--- src/rtl/serial_add_seq.sv ---
// -----------------------------------------------------------------------------
// serial_add_seq
//
// Bit-serial adder sequencer. Captures two WIDTH-bit operands and a carry-in
// on an accepted start, then walks the word LSB-first through one shared
// 1-bit full-adder cell, one bit per clock. The completed sum and carry-out
// are registered and held until the next completion.
//
// Ports:
//   clk    in   1      rising-edge clock
//   rst    in   1      asynchronous active-high reset
//   start  in   1      request; accepted only in IDLE or DONE
//   a      in   WIDTH  operand A, captured on the accepting edge
//   b      in   WIDTH  operand B, captured on the accepting edge
//   ci     in   1      carry-in, captured on the accepting edge
//   busy   out  1      high while the word is being processed (RUN)
//   done   out  1      one-cycle pulse when a new result is available (DONE)
//   s      out  WIDTH  registered sum of the last completed operation
//   co     out  1      registered carry-out of the last completed operation
// -----------------------------------------------------------------------------

// Single-bit full-adder cell, time-shared by the sequencer.
module fulladd (
    input  logic a,
    input  logic b,
    input  logic ci,
    output logic s,
    output logic co
);
    assign s  = a ^ b ^ ci;
    assign co = (a & b) | (ci & (a ^ b));
endmodule

module serial_add_seq #(
    parameter int WIDTH = 8
) (
    input  logic             clk,
    input  logic             rst,
    input  logic             start,
    input  logic [WIDTH-1:0] a,
    input  logic [WIDTH-1:0] b,
    input  logic             ci,
    output logic             busy,
    output logic             done,
    output logic [WIDTH-1:0] s,
    output logic             co
);
    localparam int CW = $clog2(WIDTH);
    localparam logic [CW-1:0] LAST_CNT = CW'(WIDTH - 1);

    typedef enum logic [1:0] {
        IDLE = 2'd0,
        RUN  = 2'd1,
        DONE = 2'd2
    } state_t;

    state_t           state_r;
    state_t           state_nxt_s;
    logic             load_s;
    logic             last_s;

    logic [WIDTH-1:0] sa_r;
    logic [WIDTH-1:0] sb_r;
    logic             c_r;
    logic [WIDTH-1:0] acc_r;
    logic [CW-1:0]    cnt_r;
    logic [WIDTH-1:0] s_r;
    logic             co_r;

    logic             fs_s;
    logic             fc_s;

    // The one full-adder cell: LSBs of the operand shifters plus stored carry.
    fulladd u_fa (
        .a  (sa_r[0]),
        .b  (sb_r[0]),
        .ci (c_r),
        .s  (fs_s),
        .co (fc_s)
    );

    // Final bit of the word is being processed on this edge.
    assign last_s = (state_r == RUN) && (cnt_r == LAST_CNT);

    // State register.
    always_ff @(posedge clk or posedge rst) begin
        if (rst) begin
            state_r <= IDLE;
        end else begin
            state_r <= state_nxt_s;
        end
    end

    // Next-state decode and operand-load request.
    always_comb begin
        state_nxt_s = state_r;
        load_s      = 1'b0;
        case (state_r)
            IDLE: begin
                if (start) begin
                    state_nxt_s = RUN;
                    load_s      = 1'b1;
                end else begin
                    state_nxt_s = IDLE;
                end
            end
            RUN: begin
                // start is deliberately ignored here; operands are not re-sampled.
                if (cnt_r == LAST_CNT) begin
                    state_nxt_s = DONE;
                end else begin
                    state_nxt_s = RUN;
                end
            end
            DONE: begin
                // Back-to-back accept: no IDLE gap, done still pulses this cycle.
                if (start) begin
                    state_nxt_s = RUN;
                    load_s      = 1'b1;
                end else begin
                    state_nxt_s = IDLE;
                end
            end
            default: begin
                state_nxt_s = IDLE;
                load_s      = 1'b0;
            end
        endcase
    end

    // Operand shifters, carry flop, partial-sum shifter and bit counter.
    always_ff @(posedge clk or posedge rst) begin
        if (rst) begin
            sa_r  <= {WIDTH{1'b0}};
            sb_r  <= {WIDTH{1'b0}};
            c_r   <= 1'b0;
            acc_r <= {WIDTH{1'b0}};
            cnt_r <= {CW{1'b0}};
        end else if (load_s) begin
            sa_r  <= a;
            sb_r  <= b;
            c_r   <= ci;
            acc_r <= {WIDTH{1'b0}};
            cnt_r <= {CW{1'b0}};
        end else if (state_r == RUN) begin
            // Sum bits enter at the MSB so bit 0 lands at acc[0] after WIDTH shifts.
            acc_r <= {fs_s, acc_r[WIDTH-1:1]};
            sa_r  <= {1'b0, sa_r[WIDTH-1:1]};
            sb_r  <= {1'b0, sb_r[WIDTH-1:1]};
            c_r   <= fc_s;
            cnt_r <= cnt_r + {{(CW-1){1'b0}}, 1'b1};
        end else begin
            sa_r  <= sa_r;
            sb_r  <= sb_r;
            c_r   <= c_r;
            acc_r <= acc_r;
            cnt_r <= cnt_r;
        end
    end

    // Result registers: updated only when the last bit completes, so the
    // previous result stays visible throughout a following run.
    always_ff @(posedge clk or posedge rst) begin
        if (rst) begin
            s_r  <= {WIDTH{1'b0}};
            co_r <= 1'b0;
        end else if (last_s) begin
            s_r  <= {fs_s, acc_r[WIDTH-1:1]};
            co_r <= fc_s;
        end else begin
            s_r  <= s_r;
            co_r <= co_r;
        end
    end

    assign busy = (state_r == RUN);
    assign done = (state_r == DONE);
    assign s    = s_r;
    assign co   = co_r;

endmodule

--- config.mk ---
export PLATFORM = sky130hd
export DESIGN_NAME = serial_add_seq
export DESIGN_NICKNAME = d
export VERILOG_FILES = /design/src/rtl/serial_add_seq.sv
export SDC_FILE = /design/constraint.sdc
export NUM_CORES = 1
export LEC_CHECK = 0
export ABC_AREA = 1
export BUFFER_PORTS_ARGS = -buffer_cell sky130_fd_sc_hd__buf_2
export CAP_MARGIN = 20
export CORE_MARGIN = 2
export CORE_UTILIZATION = 45
export DETAILED_ROUTE_END_ITERATION = 10
export HOLD_SLACK_MARGIN = 0.1
export PLACE_DENSITY = 0.67
export SYNTH_ARGS = -nofsm -noshare
export SYNTH_HDL_FRONTEND = slang
export SYNTH_SLANG_ARGS = --single-unit
--- constraint.sdc ---
create_clock -name clk -period 1.35 [get_ports clk]
set_input_delay 0.27 -clock clk [delete_from_list [all_inputs] [get_ports clk]]
set_output_delay 0.27 -clock clk [all_outputs]
set_load 0.01 [all_outputs]
==> out/metrics.yaml <==
run_status:
  outcome: "finished clean"
sta:
  whs_ns: 0.1237
  timing_hold_violations_final: 0
  setup_viol: 0
  period_minus_slack_ns: 1.338
  fin_crit_sh_pct: 99.09
  worst_pin_slew_ns: 0.4697
  finalMaxSlewViolations: 0
  setup_slack_ns: 0.01233
  fin_skew_ns: 0.004920
  fmaxAchievable_mhz: 747.6
  rsz0062_at_grt: "yes"
  max-slew-margin-rel_pct: 68.68
die:
  core-area_mm2: 0.003416
  die_y_um: 64.17
  num_rows: 21
  dieWidth_um: 64.17
  pin_count: 31
  fp.dieArea_mm2: 0.004117
  start_util_pct: 47.69
logic_synthesis:
  synth_top_area_share_pct: 58.37
  synthCells: 182
  syn_avg_cell_area_um2: 8.951
  synth_cell_types: 15
  yosys.area.top_type: "dfrtp_1"
  synth_top_family_by_area: "simple AND/OR/NAND/NOR gates"
  synth_area_mm2: 0.001629
  synth_compound_area_share_pct: 2.458
  synthTopCellsByArea: "dfrtp_1, nand2_1, nand3_1"
  synth_fa_ha_area_share_pct: 2.765
  synth_seq_cells: 38
  syn_nets: 205
  yosys-mux-area-fraction_pct: 0
  yosys.area_share.simple_pct: 31.18
  yosysWarningCount: 0
  seq_area_frac_synth_pct: 58.37
  synthXorXnorAreaFrac_pct: 0
place:
  dpl.hpwl_um: 2079
  port-buffer-count: 30
  gp_congestion: 0.7433
  place_ws_ns: 0.05915
detailed_routing:
  drc: 0
  highest_layer: "met4"
  via_count: 1309
  drtIter0Drc: 73
  wl_um: 3074
  dr_wl_met3_um: 134
  met2WireLength_um: 1407
  ant_nets: 0
  dr.pass1.iters: 4
  wl_per_cell_um: 11.39
  vias_per_cell: 4.848
  m1WireLength_um: 1492
power:
  p_leak_nw: 1.047
  ir_drop_mv: 0.9389
  p_sw_mw: 1.707
  internal_power_mw: 2.858
  clkPwrFrac_pct: 16.3
  pwr-share-seq_pct: 42.9
  cellPowerDensity_mw_per_mm2: 2286
  power_frac_comb_pct: 40.8
  swShare_pct: 37.39
layout:
  drive_above_1_share_pct: 25.89
  synthToLayoutAreaGrowth_pct: 22.58
  antennaDiodeCount: 0
  fillCellCount: 325
  nNetsFinal: 246
worst_setup_path:
  crit_arrival_ns: 1.07
  cp-end-kind: "primary output"
  r2r-end: "sa_r[3]"
  r2r_start: "state_r[0]"
  r2r_cells: 7
  startpoint_type: "register"
  critPathMaxFanout: 2
  critPathKind: "register to primary output"
  critPathRequiredTime_ns: 1.08
  r2r_slack_ns: 0.08
worst_hold_path:
  hold_start: "b[7]"
  min_to: "sb_r[7]"
  min_path_type: "input port to register"
  hold_depth: 3
global_routing:
  grt_max_degree: 39
  antenna_found_initial: 0
  grt_use_total_pct: 16.96
  grt_overflow: 0
  grt_pass1_vias: 1247
  grt_pass1_wl_um: 5409
clocking:
  cts_buffer_depth: 2
  htreeDepth: 2
  cts_tree: "done"
  clk_latency_ns: 0.34
  root_buffer: "clkbuf_4"
  cts_sinks: 38
  cts.clk_slew.worst_paths_ns: 0.11
  numCtsBuffers: 5
job:
  cap_viol_max_count: 0
[power groups by stage]
stage,registers (mW),clock network [mW],logic (mW)
after floorplan,1.99,0,1.19
after detailed placement,1.99,0,1.71
after global routing,2.03,0.834,2.12
after CTS,1.96,0.767,1.81
final,1.96,0.746,1.86
after global placement,1.97,0,1.67
[worst max path at each step]
stage,startpoint,to,slack (ns),cells past startpoint
after floorplan,cnt_r[0],co,0.20,6
after global placement,cnt_r[0],s[7],0.11,6
after detailed placement,cnt_r[0],s[7],0.06,6
after CTS,state_r[0],done,-0.003,3
after global routing,state_r[0],done,-0.04,3
final,state_r[1],done,0.01,3
[cells by family (layout without fill, tap and decap cells)]
kind of cell / count (synthesis) / count (layout)
and+or+nand+nor: 117 / 117
DFF: 38 / 38
buffers and inverters: 16 / 58
AOI/OAI and AO/OA: 8 / 8
adders and majority gates: 3 / 3
[metrics by stage]
| step | TNS (ns) | cells | total power, mW | area, µm² | util, % |
|---|---|---|---|---|---|
| finish | 0 | 270 | 4.565 | 1997 | 58.46 |
| global route | -0.04381 | 270 | 4.979 | 1997 | 58.46 |
| CTS | -0.003015 | 269 | 4.537 | 1961 | 57.40 |
| detailed placement | 0 | 257 | 3.700 | 1847 | 54.07 |
| global placement | 0 | 257 | 3.633 | 1847 | 54.07 |
| floorplan | 0 | 182 | 3.180 | 1629 | - |
[cell usage in the layout (no fill, tap or decap), types with 3 or more instances in the layout]
master,count
buf_2,28
buf_4,8
buf_6,4
clkbuf_4,5
dfrtp_1,38
inv_1,6
nand2_1,71
nand2_2,3
nand3_1,39
nor2_4,3
o21ai_0,7
[cell usage after synthesis (all sizes together)]
master / number
nor2: 4
fa: 1
nand3: 39
buf: 8
dfrtp: 38
inv: 8
o21ai: 8
nand2: 74
ha: 2
[state kept, by name (all words and copies together), names as in the netlist]
name     count
co           1
sb_r         8
cnt_r        3
sa_r         8
s            8
c_r          1
acc_r        7
state_r      2
[metal layers]
layer / vias up / track usage, %
met5: - / 0
met1: 598 / 21.99
met4: 0 / 7.979
met3: 7 / 4.225
met2: 34 / 26.69
li1: 670 / -
[layout make-up]
class                           count  area (µm²)  area share (%)
Sequential cell                    38       950.9           47.62
Multi-Input combinational cell    128       605.6           30.33
Timing Repair Buffer               42       275.3           13.78
Tap cell                           46       57.56           2.882
Clock inverter                      3       40.04           2.005
Clock buffer                        5       37.54           1.880
Inverter                            8       30.03           1.504
[critical path: stages, from the launching register on]
cell and delay (ns):
dfrtp_1 0.44, inv_2 0.08, nor2_4 0.11, buf_6 0.10
[what timing repair did]
action / in CTS / in global routing
hold buffers: 1 / 0
endpoints found under the setup margin: 1 / 12
pin swaps: 2 / 1
setup buffers: 3 / 1
hold endpoints to repair: 38 / 0
gates resized for setup: 2 / 6
No activity file was read; power rests on OpenSTA's default activity.
